`config.mk`:
```
export PLATFORM = sky130hd
export DESIGN_NAME = wb_stage_flat
export DESIGN_NICKNAME = d
export VERILOG_FILES = /design/src/rtl/wb_stage_if.sv /design/src/rtl/wb_stage.sv /design/src/flat_wrapper.sv
export SDC_FILE = /design/constraint.sdc
export NUM_CORES = 1
export LEC_CHECK = 0
export CAP_MARGIN = 10
export CORE_MARGIN = 2
export CORE_UTILIZATION = 44
export CTS_CLUSTER_DIAMETER = 100
export DETAILED_ROUTE_END_ITERATION = 7
export GPL_TIMING_DRIVEN = 0
export PLACE_DENSITY = 0.85
export SYNTH_ARGS = -nofsm -noshare
export SYNTH_HDL_FRONTEND = slang
export SYNTH_SLANG_ARGS = --single-unit
```
`constraint.sdc`:
```
create_clock -name clk -period 2.34 [get_ports clk]
set_input_delay 0.585 -clock clk [delete_from_list [all_inputs] [get_ports clk]]
set_output_delay 0.585 -clock clk [all_outputs]
set_load 0.05 [all_outputs]
```
`src/rtl/wb_stage_if.sv`:
```
`default_nettype none
// +----------------------------------------------------------------------------+
// | Module   : wb_stage_if                                                     |
// | Purpose  : MEM->WB pipeline fields in, register-file write port out.       |
// |            Optional macro WB_BYPASS_EN adds the fwd_* forwarding signals.  |
// | Revision : 1.0                                                            |
// +----------------------------------------------------------------------------+
interface wb_stage_if #(
  parameter int DATA_W = 32,
  parameter int REG_AW = 5
);
  // MEM stage -> WB stage
  logic              mem_valid;
  logic              mem_regWrite;
  logic              mem_memToReg;
  logic [2:0]        mem_loadType;
  logic [DATA_W-1:0] mem_aluResult;
  logic [DATA_W-1:0] mem_readData;
  logic [REG_AW-1:0] mem_writeReg;

  // Hazard unit
  logic              stall;
  logic              flush;
  logic              mem_ready;

  // Register-file write port and status
  logic              regWrite;
  logic [REG_AW-1:0] WriteReg;
  logic [DATA_W-1:0] writeData;
  logic [31:0]       retired;

`ifdef WB_BYPASS_EN
  logic              fwd_valid;
  logic [REG_AW-1:0] fwd_reg;
  logic [DATA_W-1:0] fwd_data;

  modport master (
    input  mem_valid, mem_regWrite, mem_memToReg, mem_loadType,
    input  mem_aluResult, mem_readData, mem_writeReg, stall, flush,
    output mem_ready, regWrite, WriteReg, writeData, retired,
    output fwd_valid, fwd_reg, fwd_data
  );

  modport slave (
    output mem_valid, mem_regWrite, mem_memToReg, mem_loadType,
    output mem_aluResult, mem_readData, mem_writeReg, stall, flush,
    input  mem_ready, regWrite, WriteReg, writeData, retired,
    input  fwd_valid, fwd_reg, fwd_data
  );
`else
  modport master (
    input  mem_valid, mem_regWrite, mem_memToReg, mem_loadType,
    input  mem_aluResult, mem_readData, mem_writeReg, stall, flush,
    output mem_ready, regWrite, WriteReg, writeData, retired
  );

  modport slave (
    output mem_valid, mem_regWrite, mem_memToReg, mem_loadType,
    output mem_aluResult, mem_readData, mem_writeReg, stall, flush,
    input  mem_ready, regWrite, WriteReg, writeData, retired
  );
`endif

endinterface

`default_nettype wire

```
`src/rtl/wb_stage.sv`:
```
`default_nettype none
// +----------------------------------------------------------------------------+
// | Module   : wb_stage                                                        |
// | Purpose  : Write-back stage: MEM/WB register, load extension, r0-guarded   |
// |            register-file write, retired counter. Macro: WB_BYPASS_EN.      |
// | Revision : 1.0                                                            |
// +----------------------------------------------------------------------------+
module wb_stage #(
  parameter int DATA_W = 32,
  parameter int REG_AW = 5
) (
  input  logic              clk,
  input  logic              rst,
  wb_stage_if.master        bus
);

  localparam logic [2:0] LD_LW  = 3'b000;
  localparam logic [2:0] LD_LH  = 3'b001;
  localparam logic [2:0] LD_LHU = 3'b010;
  localparam logic [2:0] LD_LB  = 3'b011;
  localparam logic [2:0] LD_LBU = 3'b100;

  logic              valid_q,    valid_d;
  logic              regwrite_q, regwrite_d;
  logic              memtoreg_q, memtoreg_d;
  logic [2:0]        loadtype_q, loadtype_d;
  logic [DATA_W-1:0] alu_q,      alu_d;
  logic [DATA_W-1:0] rdata_q,    rdata_d;
  logic [REG_AW-1:0] wreg_q,     wreg_d;
  logic [31:0]       retired_q,  retired_d;

  logic              advance;
  logic              wr_en;
  logic [7:0]        load_byte;
  logic [15:0]       load_half;
  logic [DATA_W-1:0] load_data;
  logic [DATA_W-1:0] wb_data;

  // The WB instruction leaves the stage only on a cycle that neither holds nor squashes it.
  assign advance = ~bus.stall & ~bus.flush;

  always_comb begin
    valid_d    = valid_q;
    regwrite_d = regwrite_q;
    memtoreg_d = memtoreg_q;
    loadtype_d = loadtype_q;
    alu_d      = alu_q;
    rdata_d    = rdata_q;
    wreg_d     = wreg_q;
    if (bus.flush) begin
      valid_d = 1'b0;
    end else if (!bus.stall) begin
      valid_d    = bus.mem_valid;
      regwrite_d = bus.mem_regWrite;
      memtoreg_d = bus.mem_memToReg;
      loadtype_d = bus.mem_loadType;
      alu_d      = bus.mem_aluResult;
      rdata_d    = bus.mem_readData;
      wreg_d     = bus.mem_writeReg;
    end
  end

  always_comb begin
    retired_d = retired_q;
    if (valid_q && advance) begin
      retired_d = retired_q + 32'd1;
    end
  end

  always_ff @(posedge clk or negedge rst) begin
    if (!rst) begin
      valid_q    <= 1'b0;
      regwrite_q <= 1'b0;
      memtoreg_q <= 1'b0;
      loadtype_q <= 3'b000;
      alu_q      <= '0;
      rdata_q    <= '0;
      wreg_q     <= '0;
      retired_q  <= 32'd0;
    end else begin
      valid_q    <= valid_d;
      regwrite_q <= regwrite_d;
      memtoreg_q <= memtoreg_d;
      loadtype_q <= loadtype_d;
      alu_q      <= alu_d;
      rdata_q    <= rdata_d;
      wreg_q     <= wreg_d;
      retired_q  <= retired_d;
    end
  end

  // Little-endian lane select; a misaligned halfword simply ignores address bit 0.
  always_comb begin
    load_byte = 8'h00;
    case (alu_q[1:0])
      2'd0:    load_byte = rdata_q[7:0];
      2'd1:    load_byte = rdata_q[15:8];
      2'd2:    load_byte = rdata_q[23:16];
      default: load_byte = rdata_q[31:24];
    endcase
  end

  assign load_half = alu_q[1] ? rdata_q[31:16] : rdata_q[15:0];

  always_comb begin
    load_data = rdata_q;
    case (loadtype_q)
      LD_LH:   load_data = {{(DATA_W-16){load_half[15]}}, load_half};
      LD_LHU:  load_data = {{(DATA_W-16){1'b0}}, load_half};
      LD_LB:   load_data = {{(DATA_W-8){load_byte[7]}}, load_byte};
      LD_LBU:  load_data = {{(DATA_W-8){1'b0}}, load_byte};
      LD_LW:   load_data = rdata_q;
      default: load_data = rdata_q;
    endcase
  end

  assign wb_data = memtoreg_q ? load_data : alu_q;

  // Gating by stall makes a held write fire exactly once, on the release cycle.
  assign wr_en = valid_q & regwrite_q & (wreg_q != '0) & advance;

  assign bus.mem_ready = ~bus.stall;
  assign bus.regWrite  = wr_en;
  assign bus.WriteReg  = wreg_q;
  assign bus.writeData = wb_data;
  assign bus.retired   = retired_q;

`ifdef WB_BYPASS_EN
  assign bus.fwd_valid = wr_en;
  assign bus.fwd_reg   = wreg_q;
  assign bus.fwd_data  = wb_data;
`endif

endmodule

`default_nettype wire

```
`src/flat_wrapper.sv`:
```
// flat-port wrapper written by rule: the top's interface ports become plain ports
module wb_stage_flat 
#(
  parameter int DATA_W = 32,
  parameter int REG_AW = 5
)
  (clk, rst, bus_mem_valid, bus_mem_regWrite, bus_mem_memToReg, bus_mem_loadType, bus_mem_aluResult, bus_mem_readData, bus_mem_writeReg, bus_stall, bus_flush, bus_mem_ready, bus_regWrite, bus_WriteReg, bus_writeData, bus_retired);
  wb_stage_if #(.DATA_W(DATA_W), .REG_AW(REG_AW)) bus_i ();
  input  logic clk;
  input  logic rst;
  input wire logic [$bits(bus_i.mem_valid)-1:0] bus_mem_valid;
  input wire logic [$bits(bus_i.mem_regWrite)-1:0] bus_mem_regWrite;
  input wire logic [$bits(bus_i.mem_memToReg)-1:0] bus_mem_memToReg;
  input wire logic [$bits(bus_i.mem_loadType)-1:0] bus_mem_loadType;
  input wire logic [$bits(bus_i.mem_aluResult)-1:0] bus_mem_aluResult;
  input wire logic [$bits(bus_i.mem_readData)-1:0] bus_mem_readData;
  input wire logic [$bits(bus_i.mem_writeReg)-1:0] bus_mem_writeReg;
  input wire logic [$bits(bus_i.stall)-1:0] bus_stall;
  input wire logic [$bits(bus_i.flush)-1:0] bus_flush;
  output wire logic [$bits(bus_i.mem_ready)-1:0] bus_mem_ready;
  output wire logic [$bits(bus_i.regWrite)-1:0] bus_regWrite;
  output wire logic [$bits(bus_i.WriteReg)-1:0] bus_WriteReg;
  output wire logic [$bits(bus_i.writeData)-1:0] bus_writeData;
  output wire logic [$bits(bus_i.retired)-1:0] bus_retired;
  assign bus_i.mem_valid = bus_mem_valid;
  assign bus_i.mem_regWrite = bus_mem_regWrite;
  assign bus_i.mem_memToReg = bus_mem_memToReg;
  assign bus_i.mem_loadType = bus_mem_loadType;
  assign bus_i.mem_aluResult = bus_mem_aluResult;
  assign bus_i.mem_readData = bus_mem_readData;
  assign bus_i.mem_writeReg = bus_mem_writeReg;
  assign bus_i.stall = bus_stall;
  assign bus_i.flush = bus_flush;
  assign bus_mem_ready = bus_i.mem_ready;
  assign bus_regWrite = bus_i.regWrite;
  assign bus_WriteReg = bus_i.WriteReg;
  assign bus_writeData = bus_i.writeData;
  assign bus_retired = bus_i.retired;
  wb_stage #(.DATA_W(DATA_W), .REG_AW(REG_AW)) u_core (.clk(clk), .rst(rst), .bus(bus_i));
endmodule
```
======== Yosys cells after proc, flatten, opt, wreduce, memory -nomap -nowiden ========
Cells that the tools add are included.
cells by class
  add/subtract/negate cells ............... 1
  multipliers ............................. 0
  divide/modulo/power cells ............... 0
  magnitude comparators ................... 0
  eq/ne operators ......................... 7
  shifts and indexed selects .............. 0
  muxes and demuxes ....................... 6
  bitwise logic cells ..................... 6
  reduce and logical (&&, ||, !) cells .... 4
operators with widths
  operator                                                          number
  32-bit one-hot mux with 4 select lines                            1
  32-bit by 1-bit adder with 32-bit output (second input constant)  1
  32-bit 2-to-1 mux                                                 1
  8-bit one-hot mux with 3 select lines                             1
  16-bit 2-to-1 mux                                                 1
  3-bit by 2-bit == test with 1-bit output (second input constant)  2
  5-bit nonzero test                                                1
  1-bit AND                                                         4
  3-bit by 1-bit == test with 1-bit output (second input constant)  1
  3-bit == test (second input constant)                             1
  2-bit by 1-bit == test with 1-bit output (second input constant)  1
  2-bit == test (second input constant)                             1
  2-bit logical NOT                                                 1
  1-bit 2-to-1 mux                                                  2
  2-bit by 1-bit != test with 1-bit output (second input constant)  1
  1-bit inverter                                                    2
  2-bit AND reduction                                               1
  1-bit logical AND                                                 1
storage, ports and cells
  bits in registers ....................... 107
  bits in latches ......................... 0
  memory bits (writable) .................. 0
  bits in read-only memories .............. 0
  input bits .............................. 79
  logic and storage cells ................. 32
  memories kept ........................... 0

======== Depth between registers and ports, before layout ========
Gate-level depths: netlist of the first run.
  depth after elaboration ................. 4
  depth in mapped cells ................... 7
  gate-level depth less buffers ........... 6

======== Least setup slack after synthesis of the first run ========
No wires, ideal clock.
  path type ............................... reg-to-output
  start ................................... register u_core.loadtype_q[2]
  end ..................................... output bus_writeData[13]
  arrival time ............................ 2,490 ps
  path slack .............................. -735 ps
  stages on the path, launching flop included .. 7
  path buffers ............................ 1
  cells stage by stage .................... dfrtp_1 > buf_2 > clkinv_1 > xnor2_1 > nor2_1 > mux2i_1 > o31ai_1
between the ends
  word-level cells in the longest chain between the ends .. 3
  elaborated cells on any way between the ends .. 6
  those cells by class .................... eq/ne: 4; mux: 2
RTL lines
  element                                      line                source
  start, declared                              wb_stage.sv:26      logic [2:0] loadtype_q, loadtype_d;
  start signal, assigned                       wb_stage.sv:84      loadtype_q <= loadtype_d;
  3-bit == test, or another cell as far along  wb_stage.sv:107     case (loadtype_q)
  32-bit one-hot mux with 4 select lines (*)   wb_stage.sv:107
  32-bit 2-to-1 mux (*)                        wb_stage.sv:117     assign wb_data = memtoreg_q ? load_data : alu_q;
  end, declared                                flat_wrapper.sv:23  output wire logic [$bits(bus_i.writeData)-1:0] bus_writeData;
Every way passes the cells marked *; elsewhere a longest branch is shown, timed or not.

======== Worst setup path in the final report of the first run ========
  start ................................... register u_core.loadtype_q[0]
  end ..................................... output bus_writeData[6]
Same word-level chain as after synthesis.

==> flow_summary.html, run 1 <==
<table>
<tr><th>Metric</th><th>Value</th></tr>
<tr><th colspan="2">Run status</th></tr>
<tr><td>Status</td><td>finished, violations left</td></tr>
<tr><td>Failing checks</td><td>setup timing</td></tr>
<tr><th colspan="2">Yosys</th></tr>
<tr><td>Average cell area after synthesis</td><td>11.1 sq um</td></tr>
<tr><td>Number of synthesized flops with an enable pin</td><td>0</td></tr>
<tr><td>Compound-Gate Fraction of Synth Area</td><td>0.100</td></tr>
<tr><td>Synthesized netlist net count</td><td>557</td></tr>
<tr><td>Largest family of logic cells by synthesized area</td><td>multiplexers</td></tr>
<tr><td>Number of warning messages in the yosys log</td><td>0</td></tr>
<tr><td>Count of distinct cell types in the synthesized netlist</td><td>51</td></tr>
<tr><td>Dominant synthesized flop cell</td><td>dfrtp_1</td></tr>
<tr><td>Cell Area, Synth</td><td>5320 sq um</td></tr>
<tr><td>Arithmetic-cell share of the synthesized area counting full adders, half adders and majority gates</td><td>0.0137</td></tr>
<tr><td>Register bit count reported by yosys</td><td>107</td></tr>
<tr><td>Mux contribution to synthesized area</td><td>0.183</td></tr>
<tr><td>Simple-Gate Fraction of Synth Area</td><td>0.117</td></tr>
<tr><td>Ys async rst share</td><td>1.00</td></tr>
<tr><td>Gate count after technology mapping</td><td>477</td></tr>
<tr><td>Seq/Total Area, Yosys</td><td>0.504</td></tr>
<tr><td>Xor/xnor cell area share of the yosys netlist</td><td>0.0544</td></tr>
<tr><th colspan="2">Global route</th></tr>
<tr><td>Vias in the first global route</td><td>4986</td></tr>
<tr><td>Antenna violations before repair</td><td>0</td></tr>
<tr><td>Overall routing resource usage</td><td>0.265</td></tr>
<tr><td>Global-route wire length before repair</td><td>26600 um</td></tr>
<tr><td>Pin count of the biggest net entering global routing</td><td>64</td></tr>
<tr><td>Residual overflow from global routing</td><td>0</td></tr>
<tr><th colspan="2">Floorplanning</th></tr>
<tr><td>Standard cell core area</td><td>11900 sq um</td></tr>
<tr><td>Starting Density</td><td>0.446</td></tr>
<tr><td>Die height</td><td>114 um</td></tr>
<tr><td>Overall die area</td><td>13000 sq um</td></tr>
<tr><td>Die boundary width</td><td>114 um</td></tr>
<tr><td>Number of top-level pins</td><td>150</td></tr>
<tr><td>Cell row count</td><td>40</td></tr>
<tr><th colspan="2">Drt</th></tr>
<tr><td>1st-pass router iterations</td><td>5</td></tr>
<tr><td>Antenna viol nets, final</td><td>0</td></tr>
<tr><td>Average via count per standard cell</td><td>5.64</td></tr>
<tr><td>Wire length reported by the detailed router</td><td>17000 um</td></tr>
<tr><td>Via count</td><td>4650</td></tr>
<tr><td>DRC viols</td><td>0</td></tr>
<tr><td>Initial DRC Count</td><td>251</td></tr>
<tr><td>Detailed-route wire length per cell</td><td>20.6 um</td></tr>
<tr><th colspan="2">Power and ir drop</th></tr>
<tr><td>Worst ir drop on vdd</td><td>0.752 mV</td></tr>
<tr><td>NetSw</td><td>2630 uW</td></tr>
<tr><td>Sw Share</td><td>0.389</td></tr>
<tr><td>Power share of the sequential group</td><td>0.342</td></tr>
<tr><td>Power density over cell area</td><td>800 nW/um^2</td></tr>
<tr><td>Static Leakage</td><td>0.00348 uW</td></tr>
<tr><td>Internal power component</td><td>4130 uW</td></tr>
<tr><td>Proportion of power drawn by the clock network</td><td>0.224</td></tr>
<tr><td>Combinational share of power</td><td>0.434</td></tr>
<tr><th colspan="2">Setup path</th></tr>
<tr><td>Arrival time at the worst endpoint</td><td>2.17 ns</td></tr>
<tr><td>Most used cell, CP</td><td>buf_4</td></tr>
<tr><td>Setup crit start kind</td><td>flop</td></tr>
<tr><td>Worst-case reg-to-reg path depth</td><td>6</td></tr>
<tr><td>Worst setup path category</td><td>reg2out</td></tr>
<tr><td>Required time reported for the critical path endpoint</td><td>1.75 ns</td></tr>
<tr><td>Biggest cell delay along the critical path</td><td>0.49 ns</td></tr>
<tr><td>Largest fanout on the critical path</td><td>8</td></tr>
<tr><td>Cell chain of the critical path</td><td>buf_4, maj3_2, a21boi_4, buf_4, nand2_1, a21oi_2, buf_6</td></tr>
<tr><td>Cell with the largest stage delay on the worst path</td><td>dfrtp_2</td></tr>
<tr><td>Crit end category</td><td>output pin</td></tr>
<tr><th colspan="2">STA</th></tr>
<tr><td>Slew at the pin closest to its max-slew limit</td><td>0.743 ns</td></tr>
<tr><td>RSZ-0062 raised after global routing</td><td>yes</td></tr>
<tr><td>Setup WS post-layout</td><td>-0.419 ns</td></tr>
<tr><td>Number of setup violations in the final report</td><td>32</td></tr>
<tr><td>Clock period minus final worst setup slack</td><td>2.76 ns</td></tr>
<tr><td>Worst slew slack as a fraction of its limit</td><td>0.505</td></tr>
<tr><td>Max Clock Skew</td><td>0.00560 ns</td></tr>
<tr><td>Sum of negative setup slack</td><td>-11.22 ns</td></tr>
<tr><td>Count of endpoints failing hold in the final timing report</td><td>0</td></tr>
<tr><td>F_max</td><td>0.362 GHz</td></tr>
<tr><td>Period Utilization, post-route</td><td>1.18</td></tr>
<tr><td>Final Slew Violations</td><td>0</td></tr>
<tr><th colspan="2">Flow run</th></tr>
<tr><td>Number of max-cap violations</td><td>0</td></tr>
<tr><th colspan="2">Final layout</th></tr>
<tr><td>Area used by sequential logic in the layout</td><td>2680 sq um</td></tr>
<tr><td>Area added between synthesis and finish</td><td>58.9%</td></tr>
<tr><td>Number of diodes added for antenna fixing</td><td>0</td></tr>
<tr><td>Commonest non-fill, non-tap cell in the layout</td><td>clkdlybuf4s50_1</td></tr>
<tr><td>Final Non-Filler Cells</td><td>824</td></tr>
<tr><td>Cell area after layout</td><td>8450 sq um</td></tr>
<tr><td>Share of post-route cells with drive strength above 1</td><td>0.411</td></tr>
<tr><td>Total number of nets in the final design</td><td>752</td></tr>
<tr><td>Area used by multi-input combinational logic</td><td>3130 sq um</td></tr>
<tr><td>Fillcell total</td><td>786</td></tr>
<tr><td>Most frequent cells in the layout</td><td>clkdlybuf4s50_1 (112), dfrtp_1 (106), mux2_2 (69), nor2_1 (45)</td></tr>
<tr><th colspan="2">Placed design</th></tr>
<tr><td>Placed cell areas</td><td>7300 sq um</td></tr>
<tr><td>Pre-CTS worst setup slack</td><td>-1.32 ns</td></tr>
<tr><td>Number of I/O port buffers</td><td>149</td></tr>
<tr><td>Gp weighted congestion</td><td>0.896</td></tr>
<tr><td>Cell total after placement</td><td>774</td></tr>
<tr><td>HPWL Detailed</td><td>11200 um</td></tr>
<tr><th colspan="2">Clock network</th></tr>
<tr><td>Root Buffer Master</td><td>clkbuf_16</td></tr>
<tr><td>Clock buffer count from CTS</td><td>9</td></tr>
<tr><td>Clock transition time at the flip-flop clock pins of the worst setup and hold paths</td><td>0.07 ns</td></tr>
<tr><td>Level count of the clock H-tree</td><td>3</td></tr>
<tr><td>Clk sink count</td><td>107</td></tr>
<tr><td>Maximum clock path buffer count</td><td>2</td></tr>
<tr><td>CTS tree</td><td>yes</td></tr>
<tr><td>Worst-Skew Late Latency</td><td>0.36 ns</td></tr>
<tr><td>Count of hold-fix buffers inserted at cts</td><td>0</td></tr>
<tr><th colspan="2">Hold path</th></tr>
<tr><td>Hold Crit Class</td><td>in2async</td></tr>
</table>
-- per-layer routing --
metal	up-vias	track usage	wire length (um)
li1	2094	-	-
met1	2301	0.323	6510
met2	219	0.444	8650
met3	36	0.0850	1430
met4	0	0.0992	393
met5	-	0	0
-- per-stage QoR --
step	hold slack, ns	power (uW)	util
floorplan	0.289	3830	-
global placement	0.464	4550	0.610
detailed placement	0.486	4610	0.613
CTS	0.240	6600	0.695
global route	0.261	7020	0.709
finish	0.228	6760	0.709
-- final timing paths --
kind                                                        start                            endpoint  slack [ns]
worst max-delay path             u_core.loadtype_q[0]$_DFFE_PN0P_                    bus_writeData[6]       -0.42
worst min-delay path                                          rst        u_core.alu_q[25]$_DFFE_PN0P_        0.23
worst max register to register         u_core.valid_q$_DFFE_PN0P_  u_core.bus.retired[31]$_DFFE_PN0P_        0.30
worst min register to register  u_core.bus.retired[8]$_DFFE_PN0P_   u_core.bus.retired[8]$_DFFE_PN0P_        0.50
max in group asynchronous                                     rst    u_core.loadtype_q[0]$_DFFE_PN0P_        1.39
min in group clk                u_core.bus.retired[8]$_DFFE_PN0P_   u_core.bus.retired[8]$_DFFE_PN0P_        0.50
-- synthesized netlist by cell type, drive strengths merged (2+ instances only) --
master  count  area [sq um]
nor3        4          31.3
a21oi      46           230
clkbuf     20          75.1
nand2      36           135
o31ai       2          15.0
and3        3          18.8
inv         7          26.3
or2         4          25.0
nand3       7          35.0
a221oi      6          52.6
o22a        5          43.8
maj3        6          60.1
a211oi      5          37.5
o22ai       3          18.8
clkinv      3          11.3
buf         6          32.5
o21ai      12          60.1
nor2       49           184
mux2i       4          40.0
nand4      10          77.6
mux2       71           800
dfrtp     107          2680
and2        2          12.5
xor2        9          78.8
nor4        2          27.5
mux4        6           135
xnor2      24           210
-- power groups by stage --
| stage | Combinational (uW) | Clock, uW | Sequential (uW) |
|---|---|---|---|
| CTS | 2780 | 1540 | 2280 |
| floorplan | 1480 | 0 | 2350 |
| global placement | 2270 | 0 | 2280 |
| global route | 3060 | 1630 | 2330 |
| finish | 2930 | 1510 | 2310 |
| detailed placement | 2320 | 0 | 2290 |
-- worst max-delay path, delay by kind of cell, from the launching register on --
family          cells  cell delay, ns
buf+inv             3            0.52
flops               1            0.49
compound gates      2            0.43
fa+ha+maj           1            0.31
simple gates        1            0.06
-- final cells by class --
class	instances	area share
multi-input combinational	334	0.371
sequential	107	0.317
timing repair buffer	187	0.227
clock buffer	10	0.0283
buffer	23	0.0218
tap	147	0.0218
inverter	10	0.00667
clock inverter	6	0.00637
-- logic make-up after synthesis --
family	Yosys count
XOR/XNOR	33
flip-flops	107
AND/OR/NAND/NOR	125
buffers and inverters	36
multiplexers	81
AO/OA/AOI/OAI	88
adder cells (fa/ha/maj)	7
-- state kept, by name, indices dropped and copies added, names as in the netlist --
| signal | cells |
|---|---|
| u_core.rdata_q | 32 |
| u_core.memtoreg_q | 1 |
| u_core.regwrite_q | 1 |
| u_core.loadtype_q | 3 |
| u_core.valid_q | 1 |
| u_core.bus.WriteReg | 5 |
| u_core.bus.retired | 32 |
| u_core.alu_q | 32 |
-- repair_timing --
action | 4_1_cts | 5_1_grt
setup endpoints to repair | 74 | 32
pin swaps | 32 | 16
setup buffers | 28 | 8
cloned | 0 | 1
gates resized for setup | 342 | 14
hold endpoints to repair | 0 | 0
Power figures use the tool's default switching activity.
==> run 2: changes to the inputs <==
--- a/config.mk
+++ b/config.mk
@@ -11,6 +11,7 @@
 export CTS_CLUSTER_DIAMETER = 100
 export DETAILED_ROUTE_END_ITERATION = 7
 export GPL_TIMING_DRIVEN = 0
+export HOLD_SLACK_MARGIN = 0.15
 export PLACE_DENSITY = 0.85
 export SYNTH_ARGS = -nofsm -noshare
 export SYNTH_HDL_FRONTEND = slang
==> results of run 2 <==
Same layout as run 1: the final DEF is identical, and so are final timing and power.
==> run 3: changes to the inputs <==
--- a/config.mk
+++ b/config.mk
@@ -6,13 +6,13 @@
 export NUM_CORES = 1
 export LEC_CHECK = 0
 export CAP_MARGIN = 10
-export CORE_MARGIN = 2
 export CORE_UTILIZATION = 44
 export CTS_CLUSTER_DIAMETER = 100
 export DETAILED_ROUTE_END_ITERATION = 7
 export GPL_TIMING_DRIVEN = 0
 export HOLD_SLACK_MARGIN = 0.15
 export PLACE_DENSITY = 0.85
+export SLEW_MARGIN = 20
 export SYNTH_ARGS = -nofsm -noshare
 export SYNTH_HDL_FRONTEND = slang
 export SYNTH_SLANG_ARGS = --single-unit
==> run 3 against run 2 <==
Against the previous run: the flow finishes with violations (DRC, setup timing); setup slack got worse by 0.030 ns; critical path depth increased by 2; sequential share of layout area rose by 0.22 points; non-clock buffer count is 7 lower; wire length is 1.7% lower; hold slack improved by 0.25 ns; clock power about the same; sequential power about the same; first-iteration DRC count grew 27%; largest cell class unchanged.
==> flow_summary.html, run 3 (same netlist as run 1, synthesis figures left out) <==
<table>
<tr><th>Metric</th><th>Value</th></tr>
<tr><th colspan="2">STA</th></tr>
<tr><td>Number of setup violations in the final report</td><td>32 (unchanged)</td></tr>
<tr><td>Setup WS post-layout</td><td>-0.449 ns (was -0.419 ns)</td></tr>
<tr><td>Slew at the pin closest to its max-slew limit</td><td>0.710 ns (was 0.743 ns)</td></tr>
<tr><td>Max Clock Skew</td><td>0.00543 ns (was 0.00560 ns)</td></tr>
<tr><td>Count of endpoints failing hold in the final timing report</td><td>0 (unchanged)</td></tr>
<tr><td>Worst slew slack as a fraction of its limit</td><td>0.526 (was 0.505)</td></tr>
<tr><td>RSZ-0062 raised after global routing</td><td>yes (unchanged)</td></tr>
<tr><td>Final Slew Violations</td><td>0 (unchanged)</td></tr>
<tr><td>Clock period minus final worst setup slack</td><td>2.79 ns (was 2.76 ns)</td></tr>
<tr><td>Period Utilization, post-route</td><td>1.19 (was 1.18)</td></tr>
<tr><td>Sum of negative setup slack</td><td>-11.75 ns (was -11.22 ns)</td></tr>
<tr><td>F_max</td><td>0.359 GHz (was 0.362 GHz)</td></tr>
<tr><td>Post-route worst hold slack</td><td>0.478 ns (was 0.228 ns)</td></tr>
<tr><th colspan="2">Power and ir drop</th></tr>
<tr><td>Power density over cell area</td><td>805 nW/um^2 (was 800 nW/um^2)</td></tr>
<tr><td>Worst ir drop on vdd</td><td>0.420 mV (was 0.752 mV)</td></tr>
<tr><td>Static Leakage</td><td>0.00344 uW (was 0.00348 uW)</td></tr>
<tr><th colspan="2">Setup path</th></tr>
<tr><td>Crit end category</td><td>output pin (unchanged)</td></tr>
<tr><td>Largest fanout on the critical path</td><td>8 (unchanged)</td></tr>
<tr><td>Worst reg2reg startpoint</td><td>u_core.valid_q$_DFFE_PN0P_ (unchanged)</td></tr>
<tr><td>Cell chain of the critical path</td><td>buf_6, mux2_4, a21oi_4, nor4b_4, buf_6, buf_16, a21oi_4, a21oi_4, buf_6 (was buf_4, maj3_2, a21boi_4, buf_4, nand2_1, a21oi_2, buf_6)</td></tr>
<tr><td>Register-to-register setup slack</td><td>0.31 ns (was 0.30 ns)</td></tr>
<tr><td>Worst-case reg-to-reg path depth</td><td>6 (unchanged)</td></tr>
<tr><td>Crit path buf inv count</td><td>4 (was 3)</td></tr>
<tr><td>Worst setup path category</td><td>reg2out (unchanged)</td></tr>
<tr><td>Required time reported for the critical path endpoint</td><td>1.75 ns (about the same)</td></tr>
<tr><td>Crit-path leading delay family</td><td>buffers and inverters (unchanged)</td></tr>
<tr><td>Biggest cell delay along the critical path</td><td>0.39 ns (was 0.49 ns)</td></tr>
<tr><td>Reg-to-reg critical path endpoint</td><td>u_core.bus.retired[25]$_DFFE_PN0P_ (was u_core.bus.retired[31]$_DFFE_PN0P_)</td></tr>
<tr><td>Cell with the largest stage delay on the worst path</td><td>dfrtp_1 (was dfrtp_2)</td></tr>
<tr><td>Setup crit start kind</td><td>flop (unchanged)</td></tr>
<tr><td>Arrival time at the worst endpoint</td><td>2.20 ns (was 2.17 ns)</td></tr>
<tr><th colspan="2">Final layout</th></tr>
<tr><td>Total number of nets in the final design</td><td>745 (was 752)</td></tr>
<tr><td>Most frequent cells in the layout</td><td>clkdlybuf4s50_1 (112), dfrtp_1 (106), mux2_2 (69), nor2_1 (45), nand2_1 (35) (was clkdlybuf4s50_1 (112), dfrtp_1 (106), mux2_2 (69), nor2_1 (45))</td></tr>
<tr><td>Fillcell total</td><td>793 (was 786)</td></tr>
<tr><td>Final Non-Filler Cells</td><td>812 (was 824)</td></tr>
<tr><td>Commonest non-fill, non-tap cell in the layout</td><td>clkdlybuf4s50_1 (unchanged)</td></tr>
<tr><td>Cell area after layout</td><td>8390 sq um (was 8450 sq um)</td></tr>
<tr><td>Number of diodes added for antenna fixing</td><td>0 (unchanged)</td></tr>
<tr><td>Share of post-route cells with drive strength above 1</td><td>0.389 (was 0.411)</td></tr>
<tr><td>Area added between synthesis and finish</td><td>57.8% (was 58.9%)</td></tr>
<tr><td>Post-Route Utilization</td><td>0.722 (was 0.709)</td></tr>
<tr><th colspan="2">Clock network</th></tr>
<tr><td>Clk sink count</td><td>107 (unchanged)</td></tr>
<tr><td>Maximum clock path buffer count</td><td>2 (unchanged)</td></tr>
<tr><td>CTS tree</td><td>yes (unchanged)</td></tr>
<tr><td>Worst-Skew Late Latency</td><td>0.36 ns (about the same)</td></tr>
<tr><td>Clock buffer count from CTS</td><td>9 (unchanged)</td></tr>
<tr><td>Clock transition time at the flip-flop clock pins of the worst setup and hold paths</td><td>0.07 ns (about the same)</td></tr>
<tr><td>Level count of the clock H-tree</td><td>3 (unchanged)</td></tr>
<tr><td>Root Buffer Master</td><td>clkbuf_16 (unchanged)</td></tr>
<tr><th colspan="2">Placed design</th></tr>
<tr><td>Gp weighted congestion</td><td>0.864 (was 0.896)</td></tr>
<tr><td>Number of I/O port buffers</td><td>149 (unchanged)</td></tr>
<tr><td>HPWL Detailed</td><td>11400 um (was 11200 um)</td></tr>
<tr><td>Cell total after placement</td><td>770 (was 774)</td></tr>
<tr><td>Placed cell areas</td><td>7300 sq um (unchanged)</td></tr>
<tr><th colspan="2">Global route</th></tr>
<tr><td>Pin count of the biggest net entering global routing</td><td>74 (was 64)</td></tr>
<tr><td>Antenna violations before repair</td><td>0 (unchanged)</td></tr>
<tr><td>Global-route wire length before repair</td><td>25800 um (was 26600 um)</td></tr>
<tr><td>Vias in the first global route</td><td>4947 (was 4986)</td></tr>
<tr><td>Residual overflow from global routing</td><td>0 (unchanged)</td></tr>
<tr><td>Overall routing resource usage</td><td>0.272 (was 0.265)</td></tr>
<tr><th colspan="2">Hold path</th></tr>
<tr><td>Hold Crit Class</td><td>reg2reg (was in2async)</td></tr>
<tr><td>Worst Min Path Start</td><td>u_core.bus.retired[31]$_DFFE_PN0P_</td></tr>
<tr><td>Endpoint of the worst hold path</td><td>u_core.bus.retired[31]$_DFFE_PN0P_</td></tr>
<tr><td>Number of cells traversed by the worst hold path</td><td>1</td></tr>
<tr><th colspan="2">Flow run</th></tr>
<tr><td>Number of max-cap violations</td><td>0 (unchanged)</td></tr>
<tr><th colspan="2">Floorplanning</th></tr>
<tr><td>Standard cell core area</td><td>11600 sq um (was 11900 sq um)</td></tr>
<tr><td>Die height</td><td>112 um (was 114 um)</td></tr>
<tr><td>Die boundary width</td><td>112 um (was 114 um)</td></tr>
<tr><td>Cell row count</td><td>39 (was 40)</td></tr>
<tr><td>Overall die area</td><td>12500 sq um (was 13000 sq um)</td></tr>
<tr><td>Number of top-level pins</td><td>150 (unchanged)</td></tr>
<tr><td>Starting Density</td><td>0.458 (was 0.446)</td></tr>
<tr><th colspan="2">Drt</th></tr>
<tr><td>Initial DRC Count</td><td>319 (was 251)</td></tr>
<tr><td>Detailed-route wire length per cell</td><td>20.6 um (about the same)</td></tr>
<tr><td>1st-pass router iterations</td><td>7 (was 5)</td></tr>
<tr><td>DRC viols</td><td>8 (was 0)</td></tr>
<tr><td>Via count</td><td>4624 (was 4650)</td></tr>
<tr><td>Wire length reported by the detailed router</td><td>16700 um (was 17000 um)</td></tr>
<tr><td>Average via count per standard cell</td><td>5.69 (was 5.64)</td></tr>
<tr><td>Antenna viol nets, final</td><td>0 (unchanged)</td></tr>
<tr><th colspan="2">Run status</th></tr>
<tr><td>Status</td><td>finished, violations left (unchanged)</td></tr>
<tr><td>Failing checks</td><td>DRC, setup timing (was setup timing)</td></tr>
</table>
[run 3: cell count changes in the layout (fill, tap and decap cells not counted), sizes merged]
cell and delta:
buf -6, bufinv +1, clkbuf -2, clkinv -1
clkinvlp +1, dlygate4sd3 +1, inv -2
[run 3: how the worst max path moves through the flow]
stage                                     start                     endpoint  slack (ns)  cells past startpoint
3_5_place_dp   u_core.loadtype_q[2]$_DFFE_PN0P_            bus_writeData[22]       -1.39                      7
6_report            u_core.alu_q[1]$_DFFE_PN0P_            bus_writeData[28]       -0.45                      9
3_3_place_gp                                rst  u_core.alu_q[1]$_DFFE_PN0P_       -3.28                      1
2_1_floorplan  u_core.loadtype_q[2]$_DFFE_PN0P_            bus_writeData[22]       -0.15                      6
5_1_grt             u_core.alu_q[1]$_DFFE_PN0P_            bus_writeData[26]       -0.50                      9
4_1_cts             u_core.alu_q[1]$_DFFE_PN0P_            bus_writeData[30]       -0.40                      9
[run 3: layout make-up]
cell class	count	area [sq um]	share of cell area
Buffer	23	175	0.0209
Sequential cell	107	2680	0.319
Multi-Input combinational cell	334	3110	0.371
Clock buffer	10	229	0.0273
Tap cell	143	179	0.0213
Timing Repair Buffer	180	1890	0.226
Inverter	10	56.3	0.00671
Clock inverter	5	62.6	0.00746
[run 3: metal layers]
layer,part of all wire,global-route usage,vias to the layer above
met4,0.030,0.105,0
li1,-,-,2077
met3,0.085,0.0898,49
met5,0,0,-
met2,0.51,0.470,192
met1,0.37,0.311,2306
[run 3: power by group]
part / internal (uW) / leakage [uW] / total, uW / switching, uW
clock network: 834 / 0.000141 / 1530 / 691
registers: 2060 / 0.00132 / 2310 / 250
logic: 1290 / 0.00197 / 2920 / 1630
[run 3: repair_timing]
item	CTS	global route
gates resized for setup	307	40
cloned	1	0
endpoints found under the setup margin	77	32
endpoints found under the hold margin	34	0
pin swaps	17	15
buffers inserted	20	8
hold buffers	1	0
[run 3: metrics by stage]
| step | worst slack (ns) | total power [uW] |
|---|---|---|
| after floorplan | -0.145 | 3830 |
| after global routing | -0.499 | 6990 |
| after global placement | -3.28 | 4560 |
| after detailed placement | -1.39 | 4620 |
| final | -0.449 | 6750 |
| after CTS | -0.395 | 6570 |
